File: config.mk
export PLATFORM = sky130hd
export DESIGN_NAME = bitty_program_loader
export DESIGN_NICKNAME = d
export VERILOG_FILES = /design/src/rtl/bitty_program_loader.sv
export SDC_FILE = /design/constraint.sdc
export NUM_CORES = 1
export LEC_CHECK = 0
export CORE_MARGIN = 5
export CORE_UTILIZATION = 54
export CTS_BUF_LIST = sky130_fd_sc_hd__clkbuf_16
export CTS_CLUSTER_DIAMETER = 30
export CTS_CLUSTER_SIZE = 12
export DETAILED_ROUTE_END_ITERATION = 10
export MAX_ROUTING_LAYER = met4
export PLACE_DENSITY = 0.83
export SLEW_MARGIN = 20
export SYNTH_ARGS = -nofsm -noshare
export SYNTH_HDL_FRONTEND = slang
export SYNTH_SLANG_ARGS = --single-unit
File: constraint.sdc
create_clock -name clk -period 4.7 [get_ports clk]
set_clock_uncertainty 0.15 [all_clocks]
set_input_delay 0.47 -clock clk [delete_from_list [all_inputs] [get_ports clk]]
set_output_delay 0.47 -clock clk [all_outputs]
set_load 0.02 [all_outputs]
File: src/rtl/bitty_program_loader.sv
// Program loader: accepts a length-prefixed byte stream and writes it into instruction memory
// while holding the core in reset. Build option: LOADER_CHECKSUM_EN adds a trailing checksum byte.
module bitty_program_loader #(
  parameter int ADDR_W = 8,
  parameter int DATA_W = 8
) (
  input  logic              clk,
  input  logic              reset,
  input  logic              start,
  input  logic              in_valid,
  input  logic [DATA_W-1:0] in_data,
  output logic              in_ready,
  output logic              mem_we,
  output logic [ADDR_W-1:0] mem_addr,
  output logic [DATA_W-1:0] mem_wdata,
  output logic              core_hold,
  output logic              load_done,
  output logic              load_error,
  output logic [ADDR_W-1:0] last_addr
);

  typedef enum logic [2:0] {
    S_IDLE,
    S_LEN,
    S_DATA,
    S_CHECK,
    S_ERROR
  } state_t;

  state_t              state_q, state_d;
  logic [ADDR_W-1:0]   len_q, len_d;
  logic [ADDR_W-1:0]   cnt_q, cnt_d;
  logic                we_d;
  logic [ADDR_W-1:0]   waddr_d;
  logic [DATA_W-1:0]   wdata_d;
  logic                hold_d, done_d, err_d;
  logic [ADDR_W-1:0]   last_d;
  logic                accept;
  logic [DATA_W-1:0]   len_high;
  logic                oversize;
`ifdef LOADER_CHECKSUM_EN
  logic [DATA_W-1:0]   csum_q, csum_d;
`endif

  // A length byte is oversize when any bit above the address width is set.
  assign len_high = in_data >> ADDR_W;
  assign oversize = |len_high;
  assign in_ready = (state_q == S_LEN) || (state_q == S_DATA) || (state_q == S_CHECK);
  assign accept   = in_valid && in_ready;

  always_comb begin
    // NOTE: every signal written here gets a default first so no latch is inferred.
    state_d = state_q;
    len_d   = len_q;
    cnt_d   = cnt_q;
    we_d    = 1'b0;
    waddr_d = mem_addr;
    wdata_d = mem_wdata;
    hold_d  = core_hold;
    done_d  = load_done;
    err_d   = load_error;
    last_d  = last_addr;
`ifdef LOADER_CHECKSUM_EN
    csum_d  = csum_q;
`endif
    unique case (state_q)
      S_IDLE, S_ERROR: begin
        if (start) begin
          state_d = S_LEN;
          done_d  = 1'b0;
          err_d   = 1'b0;
          hold_d  = 1'b1;
`ifdef LOADER_CHECKSUM_EN
          csum_d  = '0;
`endif
        end
      end
      S_LEN: begin
        if (accept) begin
          if (oversize) begin
            state_d = S_ERROR;
            err_d   = 1'b1;
          end else begin
            len_d   = in_data[ADDR_W-1:0];
            cnt_d   = '0;
            state_d = S_DATA;
          end
        end
      end
      S_DATA: begin
        if (accept) begin
          we_d    = 1'b1;
          waddr_d = cnt_q;
          wdata_d = in_data;
`ifdef LOADER_CHECKSUM_EN
          csum_d  = csum_q + in_data;
`endif
          if (cnt_q == len_q) begin
`ifdef LOADER_CHECKSUM_EN
            state_d = S_CHECK;
`else
            state_d = S_IDLE;
            done_d  = 1'b1;
            last_d  = len_q;
            hold_d  = 1'b0;
`endif
          end else begin
            cnt_d = cnt_q + ADDR_W'(1);
          end
        end
      end
`ifdef LOADER_CHECKSUM_EN
      S_CHECK: begin
        if (accept) begin
          if (in_data == csum_q) begin
            state_d = S_IDLE;
            done_d  = 1'b1;
            last_d  = len_q;
            hold_d  = 1'b0;
          end else begin
            // Core stays held so a corrupt image can never start executing.
            state_d = S_ERROR;
            err_d   = 1'b1;
          end
        end
      end
`endif
      default: state_d = S_IDLE;
    endcase
  end

  always_ff @(posedge clk) begin
    // NOTE: sequential state uses non-blocking assignments only.
    if (!reset) begin
      state_q    <= S_IDLE;
      len_q      <= '0;
      cnt_q      <= '0;
      mem_we     <= 1'b0;
      mem_addr   <= '0;
      mem_wdata  <= '0;
      core_hold  <= 1'b0;
      load_done  <= 1'b0;
      load_error <= 1'b0;
      last_addr  <= '0;
`ifdef LOADER_CHECKSUM_EN
      csum_q     <= '0;
`endif
    end else begin
      state_q    <= state_d;
      len_q      <= len_d;
      cnt_q      <= cnt_d;
      mem_we     <= we_d;
      mem_addr   <= waddr_d;
      mem_wdata  <= wdata_d;
      core_hold  <= hold_d;
      load_done  <= done_d;
      load_error <= err_d;
      last_addr  <= last_d;
`ifdef LOADER_CHECKSUM_EN
      csum_q     <= csum_d;
`endif
    end
  end

endmodule

==> impl_metrics.env, run 1 <==
export IMPL_grt_pass1_vias=1569
export IMPL_clk_path_buf_depth=2
export IMPL_worst_pin_slew_ns=0.793
export IMPL_synth_flop_cell="dfxtp_1"
export IMPL_vias=1679
export IMPL_yosysWarnings=0
export IMPL_drt_initial_drc_count=135
export IMPL_cts_sinks=45
export IMPL_peakVddDrop_mv=0.222
export IMPL_arrival_ns=2.32
export IMPL_yosysTopAreaCell="dfxtp_1"
export IMPL_wl_met3_um=231
export IMPL_end_kind="flop"
export IMPL_initial_core_util_pct=55.6
export IMPL_h_tree_depth=2
export IMPL_slew_headroom_pct=47.0
export IMPL_insertion_delay_ns=0.28
export IMPL_diodes=0
export IMPL_antenna_found_initial=0
export IMPL_place_congestion=0.782
export IMPL_min_path_type="flop to flop"
export IMPL_synth_edf_count=0
export IMPL_async_reset_ff_share_pct=0
export IMPL_rows=22
export IMPL_postCtsHoldBufs=0
export IMPL_maxCapViolCount=0
export IMPL_rsz0062_at_grt="false"
export IMPL_path_clk_slew_ns=0.06
export IMPL_grt_max_degree=48
export IMPL_dp_hpwl_um=2840
export IMPL_synthCells=238
export IMPL_synth_area_leaders="dfxtp_1, nand2_1, a21boi_0"
export IMPL_drc=0
export IMPL_cts_buffers=5
export IMPL_synth_area_um2=2040
export IMPL_finalPower_mw=0.802
export IMPL_nets=279
export IMPL_wl_per_cell_um=13.8
export IMPL_fin_tns_setup_ns=0
export IMPL_fin_util_pct=68.9
export IMPL_dp_cells=307
export IMPL_postSynthAreaPerCell_um2=8.55
export IMPL_via_per_inst=5.33
export IMPL_ctsResizeCount=0
export IMPL_cts_tree="yes"
export IMPL_fmax_ghz=0.442
export IMPL_die_h_um=71.4
export IMPL_ys_ff_latch=45
export IMPL_synth_top_area_share_pct=44.3
export IMPL_grt_overflow_total=0
export IMPL_yosysMostFrequentCell="nand2_1"
export IMPL_cp_max_fo=27
export IMPL_routed_wl_um=4340
export IMPL_hold_viol=0
export IMPL_die_area_um2=5100
export IMPL_start_kind="primary input"
export IMPL_synth_common_cells="nand2_1, dfxtp_1, a21boi_0, o21ai_0, clkbuf_1"
export IMPL_powerDensity_nw_per_um2=318
export IMPL_r2r_slack_ns=2.55
export IMPL_die_w_um=71.4
export IMPL_cts_root_buf="clkbuf_16"
export IMPL_area_delta_synth_final_pct=24.0
export IMPL_drive_gt1_share_pct=5.62
export IMPL_slew_viol_final=0
export IMPL_status="complete, no violations"
export IMPL_instances_no_fill=315
export IMPL_grt_pass1_wl_um=7380
export IMPL_cts_setup_buffers=0
export IMPL_required_ns=4.76
export IMPL_top_layer="met4"
export IMPL_synth_nets=251
export IMPL_synth_cell_types=42
export IMPL_drt_pass1_iter_count=4
export IMPL_min_period_over_period_pct=48.1
export IMPL_drt_met1_wl_um=2060
export IMPL_setup_viol=0
export IMPL_boundaryPins=41
export IMPL_wl_met2_um=1990
export IMPL_placement_io_buffers=39
export IMPL_postRouteAntennaNets=0
export IMPL_power_leakage_nw=0.861
export IMPL_grtUsageTotal_pct=18.3
export IMPL_period_needed_ns=2.26
export IMPL_core_um2=3660
export IMPL_worstSetupPathType="primary input to flop"
export IMPL_ys_seq_area_share_pct=44.3
-- routing by layer --
metal  up-vias  track usage, %
met4         0            5.43
li1        855               -
met3         7            5.75
met5         -               -
met1       772            24.3
met2        45            26.7
-- placed cells by master (no fill, tap or decap), drive strengths merged, types with 4 or more instances in the layout --
cell / count
clkdlybuf4s50: 39
xnor2: 8
nor2: 5
a21boi: 34
dfxtp: 45
mux2i: 4
o21ai: 13
clkbuf: 5
nor3: 4
nand2: 65
-- worst paths after layout --
kind         cells past startpoint        start           end
min                              2  mem_addr[3]   mem_addr[3]
max reg2reg                      5   state_q[1]  last_addr[2]
max                              5     in_valid  last_addr[2]
min reg2reg                      2  mem_addr[3]   mem_addr[3]
-- registers in the layout, indices dropped and copies added (netlist names) --
signal and cells:
mem_wdata 8, load_done 1, mem_addr 8, last_addr 8, core_hold 1, len_q 8, state_q 2, mem_we 1
cnt_q 8
-- worst max-delay path, cell delays in order --
cell	delay, ns
clkdlybuf4s50_1	0.65
nand2_2	0.37
nor3_2	0.56
nand2_1	0.12
a21boi_1	0.14
-- cells by family (layout without fill, tap and decap cells) --
group	after synthesis	in the layout	share of synthesized area [%]
AND/OR/NAND/NOR	96	96	21.6
AO/OA/AOI/OAI	60	60	21.4
flip-flops	45	45	44.3
buffers and inverters	23	52	6.21
XOR/XNOR	8	8	3.81
multiplexers	4	4	1.97
adder cells (fa/ha/maj)	1	1	0.615
other	1	1	0.184
-- metrics by stage --
| stage | setup slack, ns | hold slack [ns] | instance area (um^2) |
|---|---|---|---|
| 3_5_place_dp | 2.15 | 0.306 | 2390 |
| 6_report | 2.44 | 0.309 | 2520 |
| 5_1_grt | 2.26 | 0.340 | 2520 |
| 4_1_cts | 2.42 | 0.314 | 2520 |
| 3_3_place_gp | 2.22 | 0.302 | 2390 |
| 2_1_floorplan | 2.99 | 0.307 | 2040 |
-- power by group --
group / internal [mW] / total, mW / switching, mW
registers: 0.389 / 0.396 / 0.00706
clock network: 0.192 / 0.327 / 0.135
logic: 0.0316 / 0.0788 / 0.0471
total: 0.612 / 0.802 / 0.190
-- cell type report --
type / count / area (um^2)
clock inverters: 3 / 12.5
clock buffers: 5 / 125
well taps: 48 / 60.1
inverters: 3 / 11.3
fillers: 315 / 1140
multi-input cells: 170 / 1010
repair buffers: 41 / 405
flip-flops and latches: 45 / 901
Power figures use the tool's default switching activity.
==> run 2: changes to the inputs <==
--- a/config.mk
+++ b/config.mk
@@ -6,13 +6,13 @@
 export NUM_CORES = 1
 export LEC_CHECK = 0
 export CORE_MARGIN = 5
-export CORE_UTILIZATION = 54
+export CORE_UTILIZATION = 46
 export CTS_BUF_LIST = sky130_fd_sc_hd__clkbuf_16
 export CTS_CLUSTER_DIAMETER = 30
 export CTS_CLUSTER_SIZE = 12
 export DETAILED_ROUTE_END_ITERATION = 10
 export MAX_ROUTING_LAYER = met4
-export PLACE_DENSITY = 0.83
+export PLACE_DENSITY = 0.75
 export SLEW_MARGIN = 20
 export SYNTH_ARGS = -nofsm -noshare
 export SYNTH_HDL_FRONTEND = slang
==> constraint.sdc (replaced) <==
create_clock -name clk -period 2 [get_ports clk]
set_clock_uncertainty 0.15 [all_clocks]
set_input_delay 0.2 -clock clk [delete_from_list [all_inputs] [get_ports clk]]
set_output_delay 0.2 -clock clk [all_outputs]
set_load 0.02 [all_outputs]
==> run 2 against run 1 <==
Effect of this change:
- sequential share of layout area shrank 1.8 points
- sequential cell count unchanged
- sequential power grew 130%
- critical path depth decreased by 2
- critical endpoint is now in_ready
- largest cell class unchanged
==> impl_metrics.env, run 2 (same netlist as run 1, synthesis figures left out) <==
export IMPL_fillers=392
export IMPL_status="complete, no violations"
export IMPL_routed_wl_um=4480
export IMPL_pwr_share_seq_pct=48.5
export IMPL_switching_share_pct=23.4
export IMPL_power_share_clock_pct=40.6
export IMPL_power_leakage_nw=0.945
export IMPL_critPathSlowestCell="clkdlybuf4s50_1"
export IMPL_r2r_slack_ns=0.15
export IMPL_crit_reg2reg_launch="cnt_q[6]"
export IMPL_area_delta_synth_final_pct=30.4
export IMPL_diodes=0
export IMPL_cp_max_fo=9
export IMPL_drt_initial_drc_count=134
export IMPL_rsz0062_at_grt="false"
export IMPL_min_path_type="flop to flop"
export IMPL_period_needed_ns=1.87
export IMPL_critPathLaunch="state_q[0]"
export IMPL_die_w_um=76.5
export IMPL_boundaryPins=41
export IMPL_nets=295
export IMPL_rows=24
export IMPL_start_kind="flop"
export IMPL_arrival_ns=1.52
export IMPL_final_setup_worst_slack_ns=0.129
export IMPL_insertion_delay_ns=0.28
export IMPL_end_kind="output pin"
export IMPL_clk_path_buf_depth=2
export IMPL_die_h_um=76.5
export IMPL_slowest_delay_ns=0.60
export IMPL_seq_area_um2=901
export IMPL_critPathCapture="in_ready"
export IMPL_powerDensity_nw_per_um2=721
export IMPL_place_ws_ns=0.132
export IMPL_final_common_cell="nand2_1"
export IMPL_hold_viol=0
export IMPL_maxCapViolCount=0
export IMPL_vias=1738
export IMPL_intPower_mw=1.47
export IMPL_postRouteAntennaNets=0
export IMPL_grt_pass1_wl_um=7820
export IMPL_finalPower_mw=1.91
export IMPL_share_comb_of_total_power_pct=10.9
export IMPL_p_switching_mw=0.448
export IMPL_initial_core_util_pct=47.1
export IMPL_grtUsageTotal_pct=16.3
export IMPL_drt_pass1_iter_count=4
export IMPL_path_clk_slew_ns=0.06
export IMPL_worstSetupPathType="flop to output pin"
export IMPL_die_area_um2=5860
export IMPL_core_um2=4320
export IMPL_grt_max_degree=48
export IMPL_slew_viol_final=0
export IMPL_cts_buffers=5
export IMPL_drc=0
export IMPL_via_per_inst=5.19
export IMPL_peakVddDrop_mv=0.638
export IMPL_r2r_cells=5
export IMPL_r2r_end="cnt_q[2]"
export IMPL_drive_gt1_share_pct=11.7
export IMPL_wl_per_cell_um=13.4
export IMPL_h_tree_depth=2
export IMPL_multi_input_area_um2=1010
export IMPL_fin_util_pct=61.4
export IMPL_antenna_found_initial=0
export IMPL_cts_root_buf="clkbuf_16"
export IMPL_final_cell_mix="nand2_1, dfxtp_1, clkdlybuf4s50_1"
export IMPL_placement_io_buffers=39
export IMPL_cts_setup_buffers=0
export IMPL_cts_sinks=45
export IMPL_place_congestion=0.893
export IMPL_worstPathCellList="nor2_1 > inv_1 > clkdlybuf4s50_1"
export IMPL_dp_hpwl_um=3230
export IMPL_min_period_over_period_pct=93.6
export IMPL_grt_overflow_total=0
export IMPL_grt_pass1_vias=1657
export IMPL_fin_tns_setup_ns=0
export IMPL_fmax_ghz=0.534
export IMPL_setup_viol=0
export IMPL_cts_tree="yes"
export IMPL_required_ns=1.65
## run 2: per-stage QoR
stage	hold WS [ns]	instance area (um^2)	cells
after detailed placement	0.309	2510	327
final	0.310	2650	335
after global placement	0.302	2510	327
after floorplan	0.195	2040	238
after CTS	0.316	2650	335
after global routing	0.329	2650	335
## run 2: worst min-delay path by stage
stage                 start      endpoint  slack [ns]  depth (start not counted)
2_1_floorplan    in_data[6]      len_q[6]        0.19                          2
3_3_place_gp   mem_wdata[0]  mem_wdata[0]        0.30                          2
3_5_place_dp    mem_addr[4]   mem_addr[4]        0.31                          2
4_1_cts        mem_wdata[0]  mem_wdata[0]        0.32                          2
5_1_grt        mem_wdata[0]  mem_wdata[0]        0.33                          2
6_report        mem_addr[4]   mem_addr[4]        0.31                          2
## run 2: cell type report
type / instances / area share, %
repair buffers: 57 / 19.8
flip-flops and latches: 45 / 33.9
inverters: 3 / 0.424
well taps: 52 / 2.45
clock inverters: 3 / 0.660
multi-input cells: 170 / 38.0
clock buffers: 5 / 4.71
## run 2: power by group through the flow
stage,sequential [mW],combinational (mW),clock [mW]
6_report,0.928,0.208,0.778
4_1_cts,0.928,0.208,0.807
3_3_place_gp,0.947,0.206,0
5_1_grt,0.930,0.231,0.834
2_1_floorplan,0.950,0.132,0
3_5_place_dp,0.948,0.207,0
## run 2: routing by layer
layer / routed length [um] / part of all wire (%) / track usage [%] / up-vias
met1: 2160 / 48 / 20.9 / 797
met2: 2030 / 45 / 25.9 / 49
met5: 0 / 0 / - / -
met4: 42 / 0.94 / 4.55 / 0
li1: - / - / - / 885
met3: 235 / 5.3 / 3.43 / 7
## run 2: worst max-delay path, delay by kind of cell (launching register included)
kind                   cells  cell delay (ns)
buffers and inverters      2             0.66
flip-flops                 1             0.49
AND/OR/NAND/NOR            1             0.09
## run 2: repair_timing
item / 4_1_cts / 5_1_grt
hold buffers: 0 / 0
setup endpoints to repair: 0 / 1
gates resized for setup: 0 / 1
==> run 3: changes to the inputs <==
--- a/config.mk
+++ b/config.mk
@@ -7,10 +7,10 @@
 export LEC_CHECK = 0
 export CORE_MARGIN = 5
 export CORE_UTILIZATION = 46
-export CTS_BUF_LIST = sky130_fd_sc_hd__clkbuf_16
 export CTS_CLUSTER_DIAMETER = 30
 export CTS_CLUSTER_SIZE = 12
 export DETAILED_ROUTE_END_ITERATION = 10
+export HOLD_SLACK_MARGIN = 0.02
 export MAX_ROUTING_LAYER = met4
 export PLACE_DENSITY = 0.75
 export SLEW_MARGIN = 20
==> run 3 against run 2 <==
Effect of this change:
- utilization fell by 1.1 points
- global-route usage fell by 0.076 points
- critical path depth did not move
- worst hold slack improved by 0.0041 ns
- highest routed layer unchanged
- total power fell by 10%
==> impl_metrics.env, run 3 (same netlist as run 1, synthesis figures left out) <==
export IMPL_dp_hpwl_um=3230
export IMPL_drt_initial_drc_count=117
export IMPL_boundaryPins=41
export IMPL_path_clk_slew_ns=0.08
export IMPL_final_common_cell="nand2_1"
export IMPL_worstHoldStart="mem_wdata[6]"
export IMPL_routed_wl_um=4490
export IMPL_place_congestion=0.893
export IMPL_instances_no_fill=335
export IMPL_grt_pass1_vias=1652
export IMPL_hold_ws_ns=0.314
export IMPL_period_needed_ns=1.88
export IMPL_grt_pass1_wl_um=7730
export IMPL_cts_setup_buffers=0
export IMPL_stdcell_area_um2=2610
export IMPL_drive_gt1_share_pct=12.0
export IMPL_core_um2=4320
export IMPL_antenna_found_initial=0
export IMPL_via_per_inst=5.24
export IMPL_setup_viol=0
export IMPL_h_tree_depth=2
export IMPL_slew_viol_final=0
export IMPL_place_ws_ns=0.132
export IMPL_fmax_ghz=0.531
export IMPL_die_area_um2=5860
export IMPL_cts_root_buf="clkbuf_8"
export IMPL_pwr_share_seq_pct=53.9
export IMPL_critPathLaunch="state_q[0]"
export IMPL_cts_buffers=5
export IMPL_maxCapViolCount=0
export IMPL_postRouteAntennaNets=0
export IMPL_status="complete, no violations"
export IMPL_finalPower_mw=1.72
export IMPL_clk_path_buf_depth=2
export IMPL_drc=0
export IMPL_p_switching_mw=0.434
export IMPL_powerDensity_nw_per_um2=660
export IMPL_worstSetupPathType="flop to output pin"
export IMPL_postCtsHoldBufs=0
export IMPL_vias=1757
export IMPL_intPower_mw=1.29
export IMPL_wl_per_cell_um=13.4
export IMPL_ctsResizeCount=0
export IMPL_cts_tree="yes"
export IMPL_dpl_cell_area_um2=2510
export IMPL_fillers=399
export IMPL_min_period_over_period_pct=94.2
export IMPL_rows=24
export IMPL_min_path_type="flop to flop"
export IMPL_fin_tns_setup_ns=0
export IMPL_final_setup_worst_slack_ns=0.115
export IMPL_diodes=0
export IMPL_share_comb_of_total_power_pct=12.1
export IMPL_grt_overflow_total=0
export IMPL_placement_io_buffers=39
export IMPL_required_ns=1.65
export IMPL_die_w_um=76.5
export IMPL_arrival_ns=1.53
export IMPL_insertion_delay_ns=0.30
export IMPL_hold_viol=0
export IMPL_switching_share_pct=25.2
export IMPL_grtUsageTotal_pct=16.2
export IMPL_rsz0062_at_grt="false"
export IMPL_fin_util_pct=60.3
export IMPL_end_kind="output pin"
export IMPL_dp_cells=327
export IMPL_cp_max_fo=9
export IMPL_cts_sinks=45
export IMPL_start_kind="flop"
export IMPL_peakVddDrop_mv=0.474
export IMPL_die_h_um=76.5
export IMPL_grt_max_degree=48
export IMPL_initial_core_util_pct=47.1
export IMPL_drt_pass1_iter_count=4
export IMPL_power_leakage_nw=0.925
export IMPL_final_cell_mix="nand2_1, dfxtp_1, clkdlybuf4s50_1"
export IMPL_area_delta_synth_final_pct=28.1
export IMPL_crit_reg2reg_launch="cnt_q[6]"
export IMPL_nets=295
export IMPL_power_share_clock_pct=34.0
-- run 3: changes by cell type in the layout (fill, tap and decap cells not counted), sizes merged --
cell	delta
clkbuf	+1
clkinv	-1
-- run 3: final timing paths --
| check | to | slack (ns) | depth (start not counted) |
|---|---|---|---|
| hold / removal | mem_wdata[6] | 0.31 | 2 |
| setup / recovery | in_ready | 0.12 | 3 |
| hold reg to reg | mem_wdata[6] | 0.31 | 2 |
| setup reg to reg | cnt_q[2] | 0.15 | 5 |
-- run 3: metal layers --
metal	GRT usage, %	vias to the layer above	share of wire, %
li1	-	886	-
met1	21.0	805	49
met2	25.2	61	45
met3	4.02	5	5.9
met4	4.55	0	0.87
met5	-	-	0
-- run 3: power by group through the flow --
stage                     Clock (mW)  Combinational (mW)  Sequential [mW]
after detailed placement           0               0.207            0.948
after floorplan                    0               0.132            0.950
after global placement             0               0.206            0.947
final                          0.585               0.208            0.926
after global routing           0.642               0.230            0.929
after CTS                      0.601               0.208            0.927
-- run 3: area by class of cell --
class,count,area (um^2),area share [%]
timing repair buffer,57,526,20.2
inverter,3,11.3,0.432
clock buffer,6,82.6,3.17
sequential,45,901,34.5
tap,52,65.1,2.50
clock inverter,2,13.8,0.528
multi-input combinational,170,1010,38.7
-- run 3: worst max-delay path, stage by stage, from the launching register on --
cell             delay, ns
dfxtp_1               0.49
nor2_1                0.09
inv_1                 0.06
clkdlybuf4s50_1       0.60
